==> config.mk <==
export PLATFORM = sky130hd
export DESIGN_NAME = ifu_prefetch
export DESIGN_NICKNAME = d
export VERILOG_FILES = /design/src/rtl/ifu_pkg.sv /design/src/rtl/ifu_fifo.sv /design/src/rtl/ifu_prefetch.sv
export SDC_FILE = /design/constraint.sdc
export NUM_CORES = 1
export LEC_CHECK = 0
export ABC_AREA = 1
export CAP_MARGIN = 20
export CORE_AREA = 5 5 209 160
export DETAILED_ROUTE_END_ITERATION = 8
export DIE_AREA = 0 0 214 165
export PLACE_DENSITY = 0.67
export SETUP_SLACK_MARGIN = 0.4
export SKIP_LAST_GASP = 1
export SLEW_MARGIN = 20
export SYNTH_ARGS = -nofsm -noshare
export SYNTH_HDL_FRONTEND = slang
export SYNTH_HIERARCHICAL = 1
export SYNTH_SLANG_ARGS = --single-unit
==> constraint.sdc <==
create_clock -name clk -period 9.6 [get_ports clk]
set_input_delay 1.92 -clock clk [delete_from_list [all_inputs] [get_ports clk]]
set_output_delay 1.92 -clock clk [all_outputs]
set_load 0.01 [all_outputs]
==> src/rtl/ifu_pkg.sv <==
// Shared defaults for the instruction-fetch front end.
package ifu_pkg;
  localparam int          IFU_AW         = 32;
  localparam int          IFU_DW         = 32;
  localparam logic [31:0] IFU_RESET_ADDR = 32'h0000_0000;
  // addi x0,x0,0
  localparam logic [31:0] IFU_NOP        = 32'h0000_0013;
endpackage

==> src/rtl/ifu_fifo.sv <==
// Synchronous FIFO with flush; registered storage, head read straight from the array.
module ifu_fifo
  import ifu_pkg::*;
#(
  parameter int W     = IFU_AW + IFU_DW,
  parameter int DEPTH = 2
) (
  input  logic                     clk,
  input  logic                     rst,
  input  logic                     push_i,
  input  logic                     pop_i,
  input  logic                     flush_i,
  input  logic [W-1:0]             wdata_i,
  output logic [W-1:0]             rdata_o,
  output logic                     full_o,
  output logic                     empty_o,
  output logic [$clog2(DEPTH):0]   count_o
);
  localparam int PW = $clog2(DEPTH);

  logic [W-1:0]  mem_q [DEPTH];
  logic [W-1:0]  mem_d [DEPTH];
  logic [PW-1:0] rd_q, rd_d, wr_q, wr_d;
  logic [PW:0]   cnt_q, cnt_d;
  logic          do_push, do_pop;

  assign full_o  = (cnt_q == (PW+1)'(DEPTH));
  assign empty_o = (cnt_q == '0);
  assign count_o = cnt_q;
  assign rdata_o = mem_q[rd_q];

  always_comb begin
    do_pop  = pop_i && !empty_o;
    // a full FIFO still accepts a push when the head leaves in the same cycle
    do_push = push_i && (!full_o || do_pop);
    mem_d   = mem_q;
    rd_d    = rd_q;
    wr_d    = wr_q;
    cnt_d   = cnt_q;
    if (flush_i) begin
      rd_d  = '0;
      wr_d  = '0;
      cnt_d = '0;
    end else begin
      if (do_push) begin
        mem_d[wr_q] = wdata_i;
        wr_d        = wr_q + PW'(1);
      end
      if (do_pop) rd_d = rd_q + PW'(1);
      cnt_d = cnt_q + (PW+1)'(do_push) - (PW+1)'(do_pop);
    end
  end

  always_ff @(posedge clk) begin
    mem_q <= mem_d;
    if (!rst) begin
      rd_q  <= '0;
      wr_q  <= '0;
      cnt_q <= '0;
    end else begin
      rd_q  <= rd_d;
      wr_q  <= wr_d;
      cnt_q <= cnt_d;
    end
  end
endmodule

==> src/rtl/ifu_prefetch.sv <==
// Instruction prefetch: PC generation, pipelined bus requests, response buffering
// and jump/hold coherence with the IF/ID register.
module ifu_prefetch
  import ifu_pkg::*;
#(
  parameter int            AW         = IFU_AW,
  parameter int            DW         = IFU_DW,
  parameter int            DEPTH      = 2,
  parameter logic [AW-1:0] RESET_ADDR = AW'(IFU_RESET_ADDR),
  parameter logic [DW-1:0] NOP        = DW'(IFU_NOP)
) (
  input  logic          clk,
  input  logic          rst,
  input  logic          jump_en_i,
  input  logic [AW-1:0] jump_addr_i,
  input  logic          hold_flag_i,
  output logic          ibus_req_o,
  output logic [AW-1:0] ibus_addr_o,
  input  logic          ibus_gnt_i,
  input  logic          ibus_rvalid_i,
  input  logic [DW-1:0] ibus_rdata_i,
  output logic [DW-1:0] inst_o,
  output logic [AW-1:0] inst_addr_o,
  output logic          inst_valid_o
);
  localparam int CW = $clog2(DEPTH) + 1;

  typedef struct packed {
    logic [DW-1:0] inst;
    logic [AW-1:0] addr;
  } entry_t;

  logic [AW-1:0] pc_q, pc_d, last_q, last_d;
  logic [CW-1:0] disc_q, disc_d;
  logic          en_q, en_d;
  logic [CW-1:0] fifo_cnt, aq_cnt;
  logic          fifo_full, fifo_empty, aq_full, aq_empty;
  entry_t        fifo_wdata, fifo_head;
  logic [AW-1:0] aq_head;
  logic          req, fire, rsp, fifo_push, fifo_pop;

  always_comb begin
    // buffered + in-flight never exceeds DEPTH, so responses always find room
    req       = en_q && !jump_en_i && !aq_full &&
                (({1'b0, fifo_cnt} + {1'b0, aq_cnt}) < (CW+1)'(DEPTH));
    fire      = req && ibus_gnt_i;
    rsp       = ibus_rvalid_i && !aq_empty;
    fifo_pop  = !fifo_empty && !hold_flag_i;
    fifo_push = rsp && (disc_q == '0) && (!fifo_full || fifo_pop);
    fifo_wdata.inst = ibus_rdata_i;
    fifo_wdata.addr = aq_head;

    en_d   = 1'b1;
    pc_d   = pc_q;
    disc_d = disc_q;
    last_d = fifo_empty ? last_q : fifo_head.addr;
    if (fire) pc_d = pc_q + AW'(4);
    if (rsp && (disc_q != '0)) disc_d = disc_q - CW'(1);
    if (jump_en_i) begin
      pc_d   = jump_addr_i & ~AW'(3);
      // everything still in flight after this cycle belongs to the old stream
      disc_d = aq_cnt + CW'(fire) - CW'(rsp);
    end
  end

  always_ff @(posedge clk) begin
    if (!rst) begin
      en_q   <= 1'b0;
      pc_q   <= RESET_ADDR;
      disc_q <= '0;
      last_q <= RESET_ADDR;
    end else begin
      en_q   <= en_d;
      pc_q   <= pc_d;
      disc_q <= disc_d;
      last_q <= last_d;
    end
  end

  // instruction buffer
  ifu_fifo #(.W(DW + AW), .DEPTH(DEPTH)) u_fifo (
    .clk     (clk),
    .rst     (rst),
    .push_i  (fifo_push),
    .pop_i   (fifo_pop),
    .flush_i (jump_en_i),
    .wdata_i (fifo_wdata),
    .rdata_o (fifo_head),
    .full_o  (fifo_full),
    .empty_o (fifo_empty),
    .count_o (fifo_cnt)
  );

  // addresses of granted requests, in bus order; its occupancy is the outstanding count
  ifu_fifo #(.W(AW), .DEPTH(DEPTH)) u_addr_q (
    .clk     (clk),
    .rst     (rst),
    .push_i  (fire),
    .pop_i   (rsp),
    .flush_i (1'b0),
    .wdata_i (pc_q),
    .rdata_o (aq_head),
    .full_o  (aq_full),
    .empty_o (aq_empty),
    .count_o (aq_cnt)
  );

  assign ibus_req_o   = req;
  assign ibus_addr_o  = pc_q;
  assign inst_valid_o = !fifo_empty;
  assign inst_o       = fifo_empty ? NOP    : fifo_head.inst;
  assign inst_addr_o  = fifo_empty ? last_q : fifo_head.addr;
endmodule
==> flow_summary.toml, run 1 <==
[hold_path]
hold_path.class = "reg2reg"
hold_depth = 2

[critical_path]
worst-path-stages = 6
r2r.worst_path.cells = 9
end_kind = "primary output"
crit_chain = "clkdlybuf4s50_1 > buf_4 > inv_2 > nand3_1 > inv_1 > clkdlybuf4s50_1"
start_kind = "primary input"
crit_top_cell = "clkdlybuf4s50_1"
critPathMaxStageDelay_ns = 0.48
crit_required_ns = 7.68
cp_slowest_cell = "clkdlybuf4s50_1"
cp.arrival_ns = 3.57
crit_family = "buffers and inverters"
worstPathMaxFanout = 35
critPathBufInv = 5
crit_type = "in2out"

[clocking]
root_buffer = "clkbuf_16"
insertion_delay_ns = 0.53
numClockSinks = 265
post_cts.repair.setup_buffers = 0
htree_levels = 1
clockBufferDepth = 3
cts_hold_buf = 0
cts_tree = "done"
cts_buffers = 27
clk_pin_slew_worst_paths_ns = 0.06
cts-resized-gates = 0

[route]
post-route-drc-count = 0
ant_nets = 0
viasPerCell = 4.63
drt_iter0_markers = 671
finalWirelength_um = 27400
drtPass1Iterations = 5
vias = 8430
wl_per_cell_um = 15.1

[finish]
drive_gt1_frac = 0.0658
n_fill_cell = 2933
n_antenna_cell = 0
final_util = 0.462
final_common_cell = "nand2_1"
area_delta_synth_final_pct = 25.9
multi_input_area_um2 = 3550
nets = 1470
final_cell_mix = "524 x nand2_1, 192 x edfxtp_1, 163 x clkdlybuf4s50_1"
ff_latch_area_um2 = 7230

[place]
dpl.hpwl_um = 18100
port_buffers = 163
routabilityCongestion = 0.858

[sta]
clock_skew_ns = 0.0204
rsz0062_at_grt = "no"
fin_hold_ws_ns = 0.471
report.final.setup_viol = 0
worst_pin_slew_ns = 0.918
setup-tns-final_ns = 0
max_freq_mhz = 182
finalHoldViolations = 0
fin_crit_sh = 0.572
min_period_ns = 5.49
drv_slew = 0
relSlewSlack = 0.388

[logic_synthesis]
synth_xor_area_frac = 0.00384
yosys_register_bits = 265
syn_area_per_cell_um2 = 9.29
syn_inst = 1227
synthMuxAreaShare = 0
seq_area_frac_synth = 0.634
yosys_warnings = 6
synth_compound_area_frac = 0.0453
synthAdderAreaFrac = 0.00834
synth-edff-count = 192
synthArstFlopShare = 0
syn_area_um2 = 11400
synthSimpleGateAreaFrac = 0.249
synth_top_family_by_area = "simple AND/OR/NAND/NOR gates"
ys_types = 35
ys.flop_type = "edfxtp_1"

[floorplanning]
die-area_um2 = 35300
rows = 56
die_h_um = 165
start_util = 0.367
die_w_um = 214
coreArea_um2 = 31000
ios = 168

[grt]
grt_pass1_wl_um = 43100
grt_max_degree = 68
grt_pass1_vias = 8020
gr-total-overflow = 0
grt.total_usage = 0.150
antenna_found_initial = 0

[pwr]
power.leakage_nw = 5.68
vdd_drop_max_mv = 0.123
power_density_nw_per_um2 = 167

[flow_run]
maxCapViolCount = 0

[outcome]
status = "completed"
[logic make-up (layout without fill, tap and decap cells)]
| group | count (synthesis) | after routing |
|---|---|---|
| compound gates | 101 | 101 |
| fa+ha+maj | 7 | 7 |
| flops | 265 | 265 |
| buf+inv | 159 | 336 |
| xor+xnor | 5 | 5 |
| other cells | 1 | 10 |
| simple gates | 689 | 689 |
[power by group]
group	internal (mW)	switching [mW]
registers	1.24	0.0201
clock network	0.604	0.424
logic	0.0557	0.0551
[cells in the mapped netlist (2+ instances only)]
master    instances  area share
inv_1           108       0.036
ha_1              6      0.0066
nor2_2            8      0.0044
and2_1            3      0.0016
o21ai_1          12      0.0053
a31oi_1           7      0.0038
nor2_1           74       0.024
xor2_1            4      0.0031
nand2_2           6      0.0033
nand3b_1          4      0.0026
a21oi_1          57       0.025
dfxtp_1          73        0.13
buf_6             2      0.0020
edfxtp_1        192        0.51
nor3b_1           2      0.0013
nor2_4           10      0.0099
or2_2             4      0.0022
inv_2             3     0.00099
buf_2            14      0.0061
buf_4            13      0.0086
nor3_1            2     0.00088
nand2_4           3      0.0030
buf_1             3     0.00099
clkbuf_1         15      0.0049
nand3_1          46       0.020
o21ai_0          24       0.011
nand2_1         524        0.17
[stage by stage]
step / power [mW] / worst slack (ns) / cells / area, µm²
final: 2.39 / 4.11 / 1819 / 14300
after global routing: 2.49 / 3.99 / 1819 / 14300
after floorplan: 1.32 / 2.24 / 1236 / 11400
after detailed placement: 1.39 / 4.09 / 1768 / 13400
after global placement: 1.39 / 4.11 / 1768 / 13400
after CTS: 2.42 / 4.09 / 1817 / 14300
[path summary, 6_finish.rpt]
path,startpoint,endpoint,slack (ns)
worst max register to register,u_fifo/count_o[0],ibus_addr_o[11],6.73
worst min register to register,last_q[22],last_q[22],0.47
worst min-delay path,last_q[22],last_q[22],0.47
worst max-delay path,jump_en_i,ibus_req_o,4.11
[flip-flops by register name, indices dropped and copies added, names as in the netlist]
name,flops
u_addr_q/wr_q,1
u_fifo/wr_q,1
last_q,32
u_fifo/mem_q,128
en_q,1
u_addr_q/mem_q,64
u_addr_q/rd_q,1
u_fifo/rd_q,1
u_addr_q/count_o,2
u_fifo/count_o,2
ibus_addr_o,30
disc_q,2
[layout make-up]
type,instances,share of cell area
Multi-Input combinational cell,812,0.248
Inverter,112,0.0293
Sequential cell,265,0.504
Timing Repair Buffer,175,0.123
Tap cell,406,0.0354
Clock inverter,11,0.00837
Clock buffer,38,0.0528
[routing by layer]
| metal | global-route usage | vias up | share of wire |
|---|---|---|---|
| met5 | 0 | - | 0 |
| met4 | 0.0263 | 0 | 0.016 |
| met3 | 0.0279 | 37 | 0.059 |
| met2 | 0.231 | 220 | 0.43 |
| met1 | 0.226 | 3914 | 0.49 |
| li1 | - | 4259 | - |
[worst min-delay path, stage by stage, from the launching register on]
cell,delay [ns]
dfxtp_1,0.29
nand2_1,0.07
a21oi_1,0.06
(Power assumes the default switching activity.)
==> run 2, diff against run 1 <==
- clock period: 9.6 -> 5.5 ns (I/O delays scaled with it)
==> run 2 against run 1 <==
Net effect:
- final area about the same
- setup slack lost 2.5 ns
- critical path depth is 1 lower
- core utilization about the same
- largest cell class unchanged
- highest routed layer unchanged
==> flow_summary.toml, run 2 (synthesized netlist as in run 1, its figures left out) <==
[critical_path]
worst-path-stages = 5
crit_chain = "nor2_4 > clkinv_1 > nand2_1 > nand2_1 > clkdlybuf4s50_1"
crit_family = "buffers and inverters"
crit_type = "reg2out"
crit_required_ns = 4.40
cp_slowest_cell = "clkinv_1"
cp.arrival_ns = 2.82
worstPathMaxFanout = 33
r2r.worst_path.cells = 7
end_kind = "primary output"
critPathBufInv = 2
critPathMaxStageDelay_ns = 0.75
start_kind = "flop"
crit_top_cell = "nand2_1"

[sta]
fin_crit_sh = 0.713
min_period_ns = 3.92
relSlewSlack = 0.343
post-route-worst-setup-slack_ns = 1.58
max_freq_mhz = 255
worst_pin_slew_ns = 0.980
finalHoldViolations = 0
clock_skew_ns = 0.0179
report.final.setup_viol = 0
setup-tns-final_ns = 0
rsz0062_at_grt = "no"
drv_slew = 0

[finish]
final_common_cell = "nand2_1"
fin_cells = 1818
top_regs = "u_fifo/mem_q: 128 flops, u_addr_q/mem_q: 64 flops, last_q: 32 flops"
n_antenna_cell = 0
area_delta_synth_final_pct = 26.0
largest_register_ffs = 128
drive_gt1_frac = 0.0687
final_util = 0.463
regMostFlops = "u_fifo/mem_q"
nets = 1469
final_cell_mix = "524 x nand2_1, 192 x edfxtp_1, 163 x clkdlybuf4s50_1"

[route]
viasPerCell = 4.61
drt_iter0_markers = 642
wl_per_cell_um = 14.7
ant_nets = 0
finalWirelength_um = 26700
vias = 8372
drtPass1Iterations = 7
post-route-drc-count = 0

[floorplanning]
die-area_um2 = 35300
start_util = 0.367
die_h_um = 165
die_w_um = 214
coreArea_um2 = 31000
ios = 168
rows = 56

[clocking]
clockBufferDepth = 3
cts_tree = "done"
htree_levels = 1
cts_buffers = 27
root_buffer = "clkbuf_16"
clk_pin_slew_worst_paths_ns = 0.06
numClockSinks = 265
cts_hold_buf = 0
cts-resized-gates = 0
insertion_delay_ns = 0.53
post_cts.repair.setup_buffers = 0

[grt]
antenna_found_initial = 0
grt_max_degree = 68
grt_pass1_wl_um = 42300
grt.total_usage = 0.147
grt_pass1_vias = 7807
gr-total-overflow = 0

[pwr]
power.leakage_nw = 5.68
power_density_nw_per_um2 = 299
vdd_drop_max_mv = 0.226

[place]
routabilityCongestion = 0.833
dp_slack_ns = 1.94
dpl.hpwl_um = 17800
port_buffers = 163
placed_cells = 1769

[outcome]
status = "completed"

[hold_path]
hold_path.class = "reg2reg"
hold_depth = 2

[flow_run]
maxCapViolCount = 0
-- run 2: worst paths after layout --
check / slack, ns / to / startpoint
max: 1.58 / inst_addr_o[7] / u_fifo/count_o[1]
min: 0.47 / last_q[30] / last_q[30]
max reg2reg: 2.63 / u_fifo/mem_q[107] / u_fifo/count_o[1]
min reg2reg: 0.47 / last_q[30] / last_q[30]
-- run 2: worst register-to-register path: stages (launching register included) --
cell and delay (ns):
dfxtp_1 0.50, nor2_4 0.07, buf_4 0.35, o21ai_0 0.32, and3_1 0.25, nand2_1 0.12, nor3_4 0.11, buf_4 0.72
-- run 2: metal layers --
layer  vias to the layer above  global-route usage  routed length, µm
met5                         -                   0                  0
met4                         0              0.0307                420
met3                        29              0.0257               1360
met2                       207               0.220              11400
met1                      3875               0.226              13500
li1                       4261                   -                  -
-- run 2: area by class of cell --
type                            instances  area (µm²)
Fill cell                            2887       16700
Multi-Input combinational cell        812        3560
Clock inverter                         20         245
Timing Repair Buffer                  174        1710
Sequential cell                       265        7230
Tap cell                              406         508
Clock buffer                           29         683
Inverter                              112         420
-- run 2: power breakdown --
group | internal, mW | leakage [nW] | switching (mW) | total [mW]
logic | 0.0957 | 2.89 | 0.0945 | 0.190
clock network | 1.14 | 0.436 | 0.771 | 1.91
registers | 2.16 | 2.34 | 0.0344 | 2.19
-- run 2: metrics by stage --
step	power, mW	hold slack (ns)	area (µm²)
2_1_floorplan	2.31	0.444	11400
3_3_place_gp	2.42	0.451	13400
3_5_place_dp	2.43	0.464	13400
4_1_cts	4.34	0.473	14400
5_1_grt	4.45	0.488	14400
6_report	4.29	0.468	14400
==> run 3, diff against run 2 <==
- PLACE_DENSITY: 0.67 -> 0.69
- clock period: 5.5 -> 3.6 ns (I/O delays scaled with it)
==> run 3 against run 2 <==
Net effect:
- clock power increased by 47%
- setup slack lost 1.1 ns
- total power is 50% higher
==> flow_summary.toml, run 3 (synthesized netlist as in run 1, its figures left out) <==
[clocking]
cts-resized-gates = 2
root_buffer = "clkbuf_16"
post_cts.repair.setup_buffers = 0
clockBufferDepth = 3
numClockSinks = 265
cts_hold_buf = 0
cts_tree = "done"
insertion_delay_ns = 0.53
clk_pin_slew_worst_paths_ns = 0.06
htree_levels = 1
cts_buffers = 28

[sta]
fin_crit_sh = 0.863
report.final.setup_viol = 0
fin_hold_ws_ns = 0.469
drv_slew = 0
rsz0062_at_grt = "yes"
finalHoldViolations = 0
setup-tns-final_ns = 0
clock_skew_ns = 0.0139
post-route-worst-setup-slack_ns = 0.493
relSlewSlack = 0.515
worst_pin_slew_ns = 0.728
min_period_ns = 3.11
max_freq_mhz = 322

[critical_path]
end_kind = "primary output"
crit_chain = "fa_1 > nor2_1 > nand3_1 > inv_1 > clkdlybuf4s50_1"
crit_required_ns = 2.88
crit_type = "reg2out"
cp.arrival_ns = 2.39
cp_slowest_cell = "clkdlybuf4s50_1"
worstPathMaxFanout = 7
critPathMaxStageDelay_ns = 0.53
start_kind = "flop"

[place]
routabilityCongestion = 0.787
dp_slack_ns = 0.855
dpl.hpwl_um = 17800
port_buffers = 163

[route]
wl_per_cell_um = 14.5
ant_nets = 0
finalWirelength_um = 26400
viasPerCell = 4.63
post-route-drc-count = 0
drt_iter0_markers = 752
vias = 8441
drtPass1Iterations = 5

[grt]
grt_pass1_wl_um = 42600
grt_max_degree = 66
antenna_found_initial = 0
grt_pass1_vias = 7951
gr-total-overflow = 0
grt.total_usage = 0.148

[finish]
final_cell_mix = "524 x nand2_1, 192 x edfxtp_1, 163 x clkdlybuf4s50_1"
area_delta_synth_final_pct = 26.6
regMostFlops = "u_fifo/mem_q"
drive_gt1_frac = 0.0712
n_fill_cell = 2863
top_regs = "u_fifo/mem_q: 128 flops, u_addr_q/mem_q: 64 flops, last_q: 32 flops"
final_common_cell = "nand2_1"
n_antenna_cell = 0
final_util = 0.465
nets = 1473
largest_register_ffs = 128

[flow_run]
maxCapViolCount = 0

[floorplanning]
ios = 168
die_w_um = 214
die-area_um2 = 35300
die_h_um = 165
start_util = 0.367
rows = 56
coreArea_um2 = 31000

[pwr]
vdd_drop_max_mv = 0.294
power.leakage_nw = 5.72
power_density_nw_per_um2 = 446

[hold_path]
hold_path.class = "reg2reg"

[outcome]
status = "completed"
[run 3: changes by cell type in the layout (fill, tap and decap cells not counted), moves of 3 or more]
cell | before | now
buf_12 | 0 | 3
dfxtp_1 | 72 | 69
clkinvlp_4 | 7 | 3
dfxtp_2 | 1 | 4
clkinv_1 | 3 | 6
bufinv_16 | 5 | 2
[run 3: final timing paths]
kind,from,end,slack (ns),cells past startpoint
max,u_addr_q/count_o[1],ibus_req_o,0.49,5
min,last_q[30],last_q[30],0.47,2
max reg2reg,u_addr_q/count_o[1],u_addr_q/mem_q[60],1.10,7
min reg2reg,last_q[30],last_q[30],0.47,2
[run 3: layer usage]
metal,GRT usage,wire length [µm]
met5,0,0
met4,0.0260,396
met3,0.0280,1540
met2,0.228,11500
met1,0.221,13000
[run 3: final cells by class]
type,count,area (µm²),area share
tap,406,508,0.0352
clock buffer,33,741,0.0513
clock inverter,19,170,0.0118
inverter,112,423,0.0293
multi-input combinational,812,3570,0.248
sequential,265,7230,0.501
timing repair buffer,177,1780,0.124
[run 3: where the power goes]
part           total (mW)  leakage, nW  switching, mW  internal (mW)
combinational       0.295         2.93          0.147          0.148
clock                2.80        0.439           1.17           1.63
sequential           3.35         2.35         0.0522           3.30
total                6.44         5.72           1.37           5.07
[run 3: critical path: cells and delay by family (launching register included)]
kind / cells / cell delay (ns)
and+or+nand+nor: 2 / 0.27
adders and majority gates: 1 / 0.48
buffers and inverters: 2 / 0.60
DFF: 1 / 0.50
[run 3: per-stage QoR]
step | cell area [µm²] | power, mW | cells
2_1_floorplan | 11500 | 3.52 | 1236
3_3_place_gp | 13500 | 3.70 | 1772
3_5_place_dp | 13500 | 3.71 | 1772
4_1_cts | 14400 | 6.52 | 1824
5_1_grt | 14400 | 6.69 | 1824
6_report | 14400 | 6.44 | 1824
